==> src/rtl/ex_pkg.sv <==
// Execute-stage shared definitions: datapath width default, ALUOp and
// {funct7,funct3} encodings, multiplier FSM states and the operand
// forwarding selector used by ex_mem_stage.
package ex_pkg;

  localparam int unsigned XLEN_DEFAULT = 32;

  // ALUOp encodings from the main decoder
  localparam logic [1:0] ALUOP_ADD   = 2'b00;
  localparam logic [1:0] ALUOP_SUB   = 2'b01;
  localparam logic [1:0] ALUOP_RTYPE = 2'b10;
  localparam logic [1:0] ALUOP_ITYPE = 2'b11;

  // {funct7,funct3}
  localparam logic [9:0] FN_AND  = 10'b0000000_111;
  localparam logic [9:0] FN_XOR  = 10'b0000000_100;
  localparam logic [9:0] FN_SLL  = 10'b0000000_001;
  localparam logic [9:0] FN_ADD  = 10'b0000000_000;
  localparam logic [9:0] FN_SUB  = 10'b0100000_000;
  localparam logic [9:0] FN_MUL  = 10'b0000001_000;
  localparam logic [9:0] FN_SRAI = 10'b0100000_101;
  localparam logic [2:0] F3_ADDI = 3'b000;

  typedef enum logic [1:0] {
    ST_IDLE = 2'd0,
    ST_RUN  = 2'd1,
    ST_DONE = 2'd2
  } ex_state_e;

  typedef enum logic [1:0] {
    FWD_IDEX  = 2'd0,
    FWD_EXMEM = 2'd1,
    FWD_WB    = 2'd2
  } fwd_src_e;

  // EX/MEM wins over MEM/WB; x0 is never forwarded.
  function automatic fwd_src_e fwd_select(
    input logic [4:0] rs,
    input logic       exm_we,
    input logic [4:0] exm_rd,
    input logic       wb_we,
    input logic [4:0] wb_rd
  );
    if (exm_we && (exm_rd != 5'd0) && (exm_rd == rs))
      return FWD_EXMEM;
    else if (wb_we && (wb_rd != 5'd0) && (wb_rd == rs))
      return FWD_WB;
    else
      return FWD_IDEX;
  endfunction

endpackage

==> src/rtl/ex_mem_stage_mul.sv <==
// Iterative shift-add multiplier (low XLEN bits of a*b).
// Ports:
//   clk_i, rst_i  clock, synchronous active-low reset
//   start         load a/b, clear partial product, arm MUL_STEPS steps
//   a, b          operands, sampled on start
//   freeze        hold every internal register
//   last_step     1 during the cycle that performs the final step
//   product       partial/final product
module ex_mul_iter #(
  parameter int unsigned XLEN      = 32,
  parameter int unsigned MUL_STEPS = 32
) (
  input  logic            clk_i,
  input  logic            rst_i,
  input  logic            start,
  input  logic [XLEN-1:0] a,
  input  logic [XLEN-1:0] b,
  input  logic            freeze,
  output logic            last_step,
  output logic [XLEN-1:0] product
);

  localparam int unsigned CNT_W = (MUL_STEPS > 1) ? $clog2(MUL_STEPS) : 1;
  localparam logic [CNT_W-1:0] CNT_INIT = CNT_W'(MUL_STEPS - 1);

  logic [XLEN-1:0]  mcand_q;
  logic [XLEN-1:0]  mplier_q;
  logic [XLEN-1:0]  acc_q;
  logic [CNT_W-1:0] cnt_q;
  logic             run_q;

  always_ff @(posedge clk_i) begin
    if (!rst_i) begin
      mcand_q  <= '0;
      mplier_q <= '0;
      acc_q    <= '0;
      cnt_q    <= '0;
      run_q    <= 1'b0;
    end else if (!freeze) begin
      if (start) begin
        mcand_q  <= a;
        mplier_q <= b;
        acc_q    <= '0;
        cnt_q    <= CNT_INIT;
        run_q    <= 1'b1;
      end else if (run_q) begin
        if (mplier_q[0])
          acc_q <= acc_q + mcand_q;
        mcand_q  <= mcand_q << 1;
        mplier_q <= mplier_q >> 1;
        if (cnt_q == '0)
          run_q <= 1'b0;
        else
          cnt_q <= cnt_q - CNT_W'(1);
      end
    end
  end

  assign last_step = run_q && (cnt_q == '0);
  assign product   = acc_q;

endmodule

==> src/rtl/ex_mem_stage.sv <==
// Execute stage + EX/MEM pipeline register.
// Ports:
//   clk_i, rst_i            clock, synchronous active-low reset
//   MemStall_i              D-cache stall, freezes the whole block
//   RegWrite_i..MemWrite_i  controls from ID/EX
//   ALUOp_i, ALUSrc_i, ALUfunct_i  ALU decode inputs
//   RS1/RS2data_i, Imm_i    operands; RS1/RS2/RDaddr_i register addresses
//   WBRegWrite_i, WBRDaddr_i, WBdata_i  MEM/WB forwarding source
//   RegWrite_o..MemWrite_o, ALUResult_o, RS2data_o, RDaddr_o  EX/MEM register
//   ExStall_o               combinational, high while a MUL occupies EX
module ex_mem_stage
  import ex_pkg::*;
#(
  parameter int unsigned XLEN      = XLEN_DEFAULT,
  parameter int unsigned MUL_STEPS = 32
) (
  input  logic            clk_i,
  input  logic            rst_i,
  input  logic            MemStall_i,
  input  logic            RegWrite_i,
  input  logic            MemtoReg_i,
  input  logic            MemRead_i,
  input  logic            MemWrite_i,
  input  logic [1:0]      ALUOp_i,
  input  logic            ALUSrc_i,
  input  logic [XLEN-1:0] RS1data_i,
  input  logic [XLEN-1:0] RS2data_i,
  input  logic [XLEN-1:0] Imm_i,
  input  logic [9:0]      ALUfunct_i,
  input  logic [4:0]      RS1addr_i,
  input  logic [4:0]      RS2addr_i,
  input  logic [4:0]      RDaddr_i,
  input  logic            WBRegWrite_i,
  input  logic [4:0]      WBRDaddr_i,
  input  logic [XLEN-1:0] WBdata_i,
  output logic            RegWrite_o,
  output logic            MemtoReg_o,
  output logic            MemRead_o,
  output logic            MemWrite_o,
  output logic [XLEN-1:0] ALUResult_o,
  output logic [XLEN-1:0] RS2data_o,
  output logic [4:0]      RDaddr_o,
  output logic            ExStall_o
);

  logic [XLEN-1:0] rs1_fwd;
  logic [XLEN-1:0] rs2_fwd;
  logic [XLEN-1:0] op_b;
  logic [XLEN-1:0] alu_res;
  logic            is_mul;
  logic            ex_stall;
  logic            mul_start;
  logic            mul_last;
  logic [XLEN-1:0] mul_product;
  ex_state_e       state_q;
  ex_state_e       state_d;

  // Operand forwarding
  always_comb begin
    unique case (fwd_select(RS1addr_i, RegWrite_o, RDaddr_o, WBRegWrite_i, WBRDaddr_i))
      FWD_EXMEM: rs1_fwd = ALUResult_o;
      FWD_WB:    rs1_fwd = WBdata_i;
      default:   rs1_fwd = RS1data_i;
    endcase
    unique case (fwd_select(RS2addr_i, RegWrite_o, RDaddr_o, WBRegWrite_i, WBRDaddr_i))
      FWD_EXMEM: rs2_fwd = ALUResult_o;
      FWD_WB:    rs2_fwd = WBdata_i;
      default:   rs2_fwd = RS2data_i;
    endcase
  end

  assign op_b = ALUSrc_i ? Imm_i : rs2_fwd;

  // ALU; MUL only flags itself here, its result comes from ex_mul_iter
  always_comb begin
    alu_res = '0;
    is_mul  = 1'b0;
    case (ALUOp_i)
      ALUOP_ADD: alu_res = rs1_fwd + op_b;
      ALUOP_SUB: alu_res = rs1_fwd - op_b;
      ALUOP_RTYPE: begin
        case (ALUfunct_i)
          FN_AND:  alu_res = rs1_fwd & op_b;
          FN_XOR:  alu_res = rs1_fwd ^ op_b;
          FN_SLL:  alu_res = rs1_fwd << op_b[4:0];
          FN_ADD:  alu_res = rs1_fwd + op_b;
          FN_SUB:  alu_res = rs1_fwd - op_b;
          FN_MUL:  is_mul  = 1'b1;
          default: alu_res = '0;
        endcase
      end
      default: begin
        if (ALUfunct_i[2:0] == F3_ADDI)
          alu_res = rs1_fwd + op_b;
        else if (ALUfunct_i == FN_SRAI)
          alu_res = $signed(rs1_fwd) >>> op_b[4:0];
      end
    endcase
  end

  // MUL sequencing FSM
  always_ff @(posedge clk_i) begin
    if (!rst_i)
      state_q <= ST_IDLE;
    else
      state_q <= state_d;
  end

  always_comb begin
    state_d   = state_q;
    ex_stall  = 1'b0;
    mul_start = 1'b0;
    case (state_q)
      ST_IDLE: begin
        if (is_mul && !MemStall_i) begin
          ex_stall  = 1'b1;
          mul_start = 1'b1;
          state_d   = ST_RUN;
        end
      end
      ST_RUN: begin
        ex_stall = 1'b1;
        if (mul_last && !MemStall_i)
          state_d = ST_DONE;
      end
      ST_DONE: begin
        if (!MemStall_i)
          state_d = ST_IDLE;
      end
      default: state_d = ST_IDLE;
    endcase
  end

  // Forced low while reset is asserted so upstream stages are not held
  assign ExStall_o = rst_i & ex_stall;

  ex_mul_iter #(
    .XLEN      (XLEN),
    .MUL_STEPS (MUL_STEPS)
  ) u_mul (
    .clk_i     (clk_i),
    .rst_i     (rst_i),
    .start     (mul_start),
    .a         (rs1_fwd),
    .b         (rs2_fwd),
    .freeze    (MemStall_i),
    .last_step (mul_last),
    .product   (mul_product)
  );

  // EX/MEM register. During a MUL stall only the controls are squashed;
  // the data fields keep loading and are don't-care for the bubble.
  always_ff @(posedge clk_i) begin
    if (!rst_i) begin
      RegWrite_o  <= 1'b0;
      MemtoReg_o  <= 1'b0;
      MemRead_o   <= 1'b0;
      MemWrite_o  <= 1'b0;
      ALUResult_o <= '0;
      RS2data_o   <= '0;
      RDaddr_o    <= '0;
    end else if (!MemStall_i) begin
      if (ex_stall) begin
        RegWrite_o <= 1'b0;
        MemtoReg_o <= 1'b0;
        MemRead_o  <= 1'b0;
        MemWrite_o <= 1'b0;
      end else begin
        RegWrite_o <= RegWrite_i;
        MemtoReg_o <= MemtoReg_i;
        MemRead_o  <= MemRead_i;
        MemWrite_o <= MemWrite_i;
      end
      ALUResult_o <= (state_q == ST_DONE) ? mul_product : alu_res;
      RS2data_o   <= rs2_fwd;
      RDaddr_o    <= RDaddr_i;
    end
  end

endmodule

==> config.mk <==
export PLATFORM = sky130hd
export DESIGN_NAME = ex_mem_stage
export DESIGN_NICKNAME = d
export VERILOG_FILES = /design/src/rtl/ex_pkg.sv /design/src/rtl/ex_mem_stage_mul.sv /design/src/rtl/ex_mem_stage.sv
export SDC_FILE = /design/constraint.sdc
export NUM_CORES = 1
export LEC_CHECK = 0
export ABC_AREA = 1
export BUFFER_PORTS_ARGS = -buffer_cell sky130_fd_sc_hd__buf_2
export CAP_MARGIN = 15
export CELL_PAD_IN_SITES_DETAIL_PLACEMENT = 1
export CELL_PAD_IN_SITES_GLOBAL_PLACEMENT = 1
export CORE_AREA = 4 4 226 228
export CTS_CLUSTER_SIZE = 25
export DETAILED_ROUTE_END_ITERATION = 8
export DIE_AREA = 0 0 230 232
export PLACE_DENSITY = 0.89
export SYNTH_ARGS = -nofsm -noshare
export SYNTH_HDL_FRONTEND = slang
export SYNTH_SLANG_ARGS = --single-unit
==> constraint.sdc <==
create_clock -name clk_i -period 4.88 [get_ports clk_i]
set_clock_uncertainty 0.1 [all_clocks]
set_input_delay 0.244 -clock clk_i [delete_from_list [all_inputs] [get_ports clk_i]]
set_output_delay 0.244 -clock clk_i [all_outputs]
set_load 0.05 [all_outputs]
==> results.yml, run 1 <==
status:
  status: "finished, violations left"
  violations: "negative setup slack"
power_and_ir_drop:
  p_leak_nw: 12.4
  power_density_mw_per_mm2: 244
  ir_drop_uv: 289
synth:
  synthArstFlopShare: 0
  avgSynthCellArea_um2: 5.78
  synth-edff-count: 0
  ys_top_cells_by_count: "nand2_1, nand3_1, inv_1"
  synth_cell_types: 65
  ys_seq_area_frac: 0.178
  ys_ff_latch: 177
  syn-num-nets: 3722
  synthFlopType: "dfxtp_1"
  synth.area.top_cells: "dfxtp_1, nand2_1, nand3_1, a21oi_1, inv_1"
  synth_top_area_cell: "dfxtp_1"
  netlist_instances: 3452
  ys_warn_count: 0
  synth.cell_area_mm2: 0.0200
  yosys.cell_count.top_type: "nand2_1"
  synthDominantCellAreaShare: 0.178
route:
  vias_per_cell: 6.33
  avgRoutedWirePerCell_um: 28.6
  wl_mm: 133
  vias: 29400
  dr.pass1.iters: 8
  ant_nets: 0
  drt_iter0_drc: 4116
  post-route-drc-count: 0
timing:
  fin_crit_ns: 4.89
  maxSlewViolCount: 0
  layout_setup_ws_ns: -0.00556
  finalSetupViolCount: 1
  relSlewSlack: 0.335
  whs_ns: 0.125
  hold_viol: 0
  post-route-period-util: 1.00
  worstMarginPinSlew_ns: 0.994
  setup-tns-final_ns: -0.00556
  fmax_mhz: 205
  rsz0062_at_grt: "yes"
worst_hold_path:
  hold_depth: 5
  hold_path_class: "in2reg"
  hp-start: "RS2data_i[1]"
flow_run:
  drv_cap: 0
worst_setup_path:
  required_ns: 5.19
  cp_common_cell: "nand2_1"
  worstReg2RegStart: "RDaddr_o[3]"
  path_class: "reg2reg"
  slowest_delay_ns: 0.38
  cp-startpoint: "RDaddr_o[3]"
  crit_path_end_kind: "flop"
  slowest_stage: "ha_1"
  reg2regPathDepth: 31
  critPathMaxFanout: 13
  critical_path.startpoint_type: "flop"
  cp_data_arrival_time_ns: 5.20
clock_tree:
  cts_buffers: 17
  htree_levels: 4
  clock_path_buffers: 2
  root_buffer: "clkbuf_16"
  clkSlewWorstSetupHoldPaths_ns: 0.09
  clock_latency_ns: 0.50
  cts_tree: "yes"
  clkSinkCount: 177
final_layout:
  fin_nets: 4224
  drive_gt1_frac: 0.229
  area_growth_syn_to_layout_pct: 28.1
floorplan:
  die-height_um: 232
  initial_utilization: 0.408
  die-area_mm2: 0.0534
  ios: 243
  core_area_mm2: 0.0488
  row_count: 81
  die_w_um: 230
grt:
  grt_pass1_vias: 29000
  grt_pass1_wl_mm: 188
  antenna_found_initial: 10
  gr-total-overflow: 0
  grt_max_degree: 76
  track_usage: 0.470
place:
  dp_hpwl_mm: 103
  gp_congestion: 1.07
  place.port_buffers: 242
## critical path, delay by kind of cell, from the launching register on
family / cells / cell delay, ns
AOI/OAI and AO/OA: 7 / 1.21
xor gates and xnor gates: 1 / 0.21
adders and majority gates: 1 / 0.38
buffers and inverters: 8 / 0.95
DFF: 1 / 0.37
and+or+nand+nor: 14 / 1.58
## cells by family (layout without fill, tap and decap cells)
kind of cell               after synthesis  after routing  synth area share
AOI/OAI and AO/OA                      800            800             0.227
xor gates and xnor gates                67             67            0.0294
adders and majority gates              101            101            0.0645
buffers and inverters                  587           1102             0.121
DFF                                    177            177             0.178
other                                    0              7                 0
and+or+nand+nor                       1720           1720             0.380
## cells in the final DEF (no fill, tap or decap), drive strengths merged, types with 13 or more instances in the layout
master	n
a221oi	16
xor2	52
inv	399
nand3b	30
nand3	447
o211ai	73
nand4	25
buf	666
or2	30
a31oi	13
nor3	26
o21ai	261
a21oi	352
o22ai	27
xnor2	15
nand2	942
ha	98
dfxtp	177
clkbuf	18
nor2	208
## layer usage
| layer | up-vias | GRT usage | routed length, um |
|---|---|---|---|
| met5 | - | 0 | 74 |
| met4 | 10 | 0.351 | 13300 |
| met3 | 705 | 0.125 | 15700 |
| met2 | 2189 | 0.718 | 55700 |
| met1 | 14000 | 0.565 | 47800 |
| li1 | 12500 | - | - |
## cell type report
type,count,area (um^2)
fill,6886,23300
tap,664,831
inverter,396,1500
clock inverter,14,184
multi-input combinational,2688,14500
timing repair buffer,674,4600
clock buffer,18,429
sequential,177,3550
antenna,7,17.5
## flip-flops by register name, indices dropped and copies added (netlist names)
name / count
ALUResult_o: 32
MemRead_o: 1
MemWrite_o: 1
MemtoReg_o: 1
RDaddr_o: 5
RS2data_o: 32
RegWrite_o: 1
state_q: 2
u_mul.cnt_q: 5
u_mul.mcand_q: 32
u_mul.mplier_q: 32
u_mul.product: 32
u_mul.run_q: 1
## where the power goes
group	internal [mW]	switching (mW)	total [mW]	leakage, nW
clock network	0.745	0.790	1.53	0.298
registers	1.49	0.0647	1.56	1.45
logic	1.08	2.08	3.16	10.7
## what timing repair did
item / in CTS / in global routing
hold buffers: 8 / 0
setup endpoints to repair: 6 / 28
resized for setup: 8 / 133
buffers inserted: 1 / 13
endpoints found under the hold margin: 8 / 0
pin swaps: 1 / 18
## through the flow
| stage | total power [mW] | util | area, um^2 | instances | setup WS (ns) |
|---|---|---|---|---|---|
| after global placement | 4.42 | 0.497 | 24300 | 4577 | -0.0893 |
| final | 6.25 | 0.523 | 25600 | 4638 | -0.00556 |
| after detailed placement | 4.46 | 0.497 | 24300 | 4577 | -0.162 |
| after CTS | 5.99 | 0.512 | 25000 | 4618 | 0.0124 |
| after floorplan | 3.05 | - | 20000 | 3452 | 0.408 |
| after global routing | 6.42 | 0.523 | 25600 | 4634 | -0.241 |
## path summary, 6_finish.rpt
path,to,slack (ns)
worst max-delay path,ALUResult_o[25],-0.006
worst min-delay path,RS2data_o[1],0.13
worst max register to register,ALUResult_o[25],-0.006
worst min register to register,u_mul.mplier_q[23],0.37
Power figures use the tool's default switching activity.
==> inputs of run 2 (changes only) <==
--- a/config.mk
+++ b/config.mk
@@ -15,6 +15,8 @@
 export DETAILED_ROUTE_END_ITERATION = 8
 export DIE_AREA = 0 0 230 232
 export PLACE_DENSITY = 0.89
+export RECOVER_POWER = 25
+export SLEW_MARGIN = 20
 export SYNTH_ARGS = -nofsm -noshare
 export SYNTH_HDL_FRONTEND = slang
 export SYNTH_SLANG_ARGS = --single-unit
==> run 2 against run 1 <==
Effect of this change:
- largest cell class unchanged
- utilization is 0.092 points lower
- total power about the same
- final cell count is essentially flat
- the run still ends with negative setup slack left
- combinational power is essentially flat
- clock power hardly changed
- worst setup slack worse by 0.040 ns
- count of clock-buffer cells in the layout is the same
- largest power group unchanged
- first-iteration DRC count increased by 0.92%
==> results.yml, run 2 (synthesis results as in run 1) <==
status:
  status: "finished, violations left"
  violations: "negative setup slack"
route:
  dr.pass1.iters: 6
  ant_nets: 0
  avgRoutedWirePerCell_um: 28.6
  drt_iter0_drc: 4154
  vias_per_cell: 6.32
  post-route-drc-count: 0
  vias: 29300
  wl_mm: 133
worst_setup_path:
  required_ns: 5.15
  slowest_delay_ns: 0.39
  path_depth: 28
  crit_path_end_kind: "flop"
  worst-path-buf-inv: 6
  reg2regPathDepth: 28
  slowest_stage: "dfxtp_2"
  path_class: "reg2reg"
  critPathMaxFanout: 13
  path_delay_family: "compound AO/OA/AOI/OAI gates"
  cp_data_arrival_time_ns: 5.20
  cp_common_cell: "a21oi_1"
  critical_path.startpoint_type: "flop"
place:
  place.port_buffers: 242
  dp.cells: 4577
  dp_hpwl_mm: 103
  gp_congestion: 1.07
worst_hold_path:
  hold_depth: 5
  hold_path_class: "in2reg"
timing:
  hold_viol: 0
  fmax_mhz: 203
  worstMarginPinSlew_ns: 0.968
  relSlewSlack: 0.352
  rsz0062_at_grt: "yes"
  layout_setup_ws_ns: -0.0452
  post-route-period-util: 1.01
  finalSetupViolCount: 2
  whs_ns: 0.127
  fin_crit_ns: 4.93
  maxSlewViolCount: 0
clock_tree:
  cts_tree: "yes"
  clock_path_buffers: 2
  root_buffer: "clkbuf_16"
  clock_latency_ns: 0.50
  htree_levels: 4
  clkSinkCount: 177
  cts_buffers: 17
  clkSlewWorstSetupHoldPaths_ns: 0.09
flow_run:
  drv_cap: 0
grt:
  antenna_found_initial: 10
  grt_pass1_vias: 29000
  track_usage: 0.470
  grt_max_degree: 76
  gr-total-overflow: 0
  grt_pass1_wl_mm: 188
power_and_ir_drop:
  switching_share: 0.470
  pwr-share-comb: 0.505
  ir_drop_uv: 289
  clock_power_share: 0.246
  power_density_mw_per_mm2: 245
  p_switching_mw: 2.94
  p_int_mw: 3.31
  p_leak_nw: 12.3
  power_mw: 6.25
  pwr-share-seq: 0.249
final_layout:
  area_growth_syn_to_layout_pct: 27.9
  mostFrequentLayoutCells: "nand2_1, nand3_1, buf_4"
  drive_gt1_frac: 0.221
  fin_nets: 4224
  final_common_cell: "nand2_1"
  stdcell_count: 4636
floorplan:
  die-area_mm2: 0.0534
  die_w_um: 230
  core_area_mm2: 0.0488
  initial_utilization: 0.408
  die-height_um: 232
  ios: 243
  row_count: 81
## run 2: cell types whose count changed in the layout (fill, tap and decap cells not counted), sizes merged
cell,before,now
clkbuf,18,50
diode,7,5
buf,666,634
## run 2: timing repair
action	in CTS	in global routing
endpoints found under the setup margin	6	28
pin swaps	1	18
gates resized for setup	8	133
hold buffers	8	0
hold endpoints to repair	8	0
setup buffers	1	13
## run 2: through the flow
| stage | area [um^2] | TNS, ns | worst slack, ns | util |
|---|---|---|---|---|
| after floorplan | 20000 | 0 | 0.408 | - |
| after CTS | 25000 | 0 | 0.0124 | 0.512 |
| after detailed placement | 24300 | -0.617 | -0.162 | 0.497 |
| after global placement | 24300 | -0.194 | -0.0893 | 0.497 |
| after global routing | 25500 | -1.28 | -0.241 | 0.522 |
| final | 25500 | -0.0749 | -0.0452 | 0.522 |
## run 2: layer usage
layer  vias to the layer above  GRT usage  part of all wire
li1                      12500          -                 -
met1                     14000      0.565              0.36
met2                      2168      0.718              0.42
met3                       671      0.125              0.12
met4                         8      0.351             0.099
met5                         -          0           0.00039
## run 2: worst paths after layout
check        slack [ns]          startpoint                  to
min                0.13        RS2data_i[1]        RS2data_o[1]
max               -0.05         RDaddr_o[0]     ALUResult_o[21]
min reg2reg        0.38  u_mul.mplier_q[23]  u_mul.mplier_q[23]
max reg2reg       -0.05         RDaddr_o[0]     ALUResult_o[21]
## run 2: power groups by stage
stage          Clock (mW)  Combinational (mW)  Sequential, mW
2_1_floorplan           0                1.33            1.72
3_3_place_gp            0                2.84            1.58
3_5_place_dp            0                2.88            1.58
4_1_cts              1.53                2.91            1.55
5_1_grt              1.57                3.29            1.56
6_report             1.53                3.16            1.56
## run 2: area by class of cell
cell class	count	area, um^2
diodes	5	12.5
inverters	396	1500
repair buffers	674	4560
well taps	664	831
clock inverters	14	184
flip-flops and latches	177	3550
multi-input cells	2688	14500
fillers	6907	23300
clock buffers	18	429
## run 2: worst reg2reg max path, delay by kind of cell, from the launching register on
family,cells,cell delay (ns)
XOR/XNOR,1,0.23
AO/OA/AOI/OAI,8,1.44
AND/OR/NAND/NOR,12,1.43
adder cells (fa/ha/maj),1,0.38
flip-flops,1,0.39
buffers and inverters,6,0.84
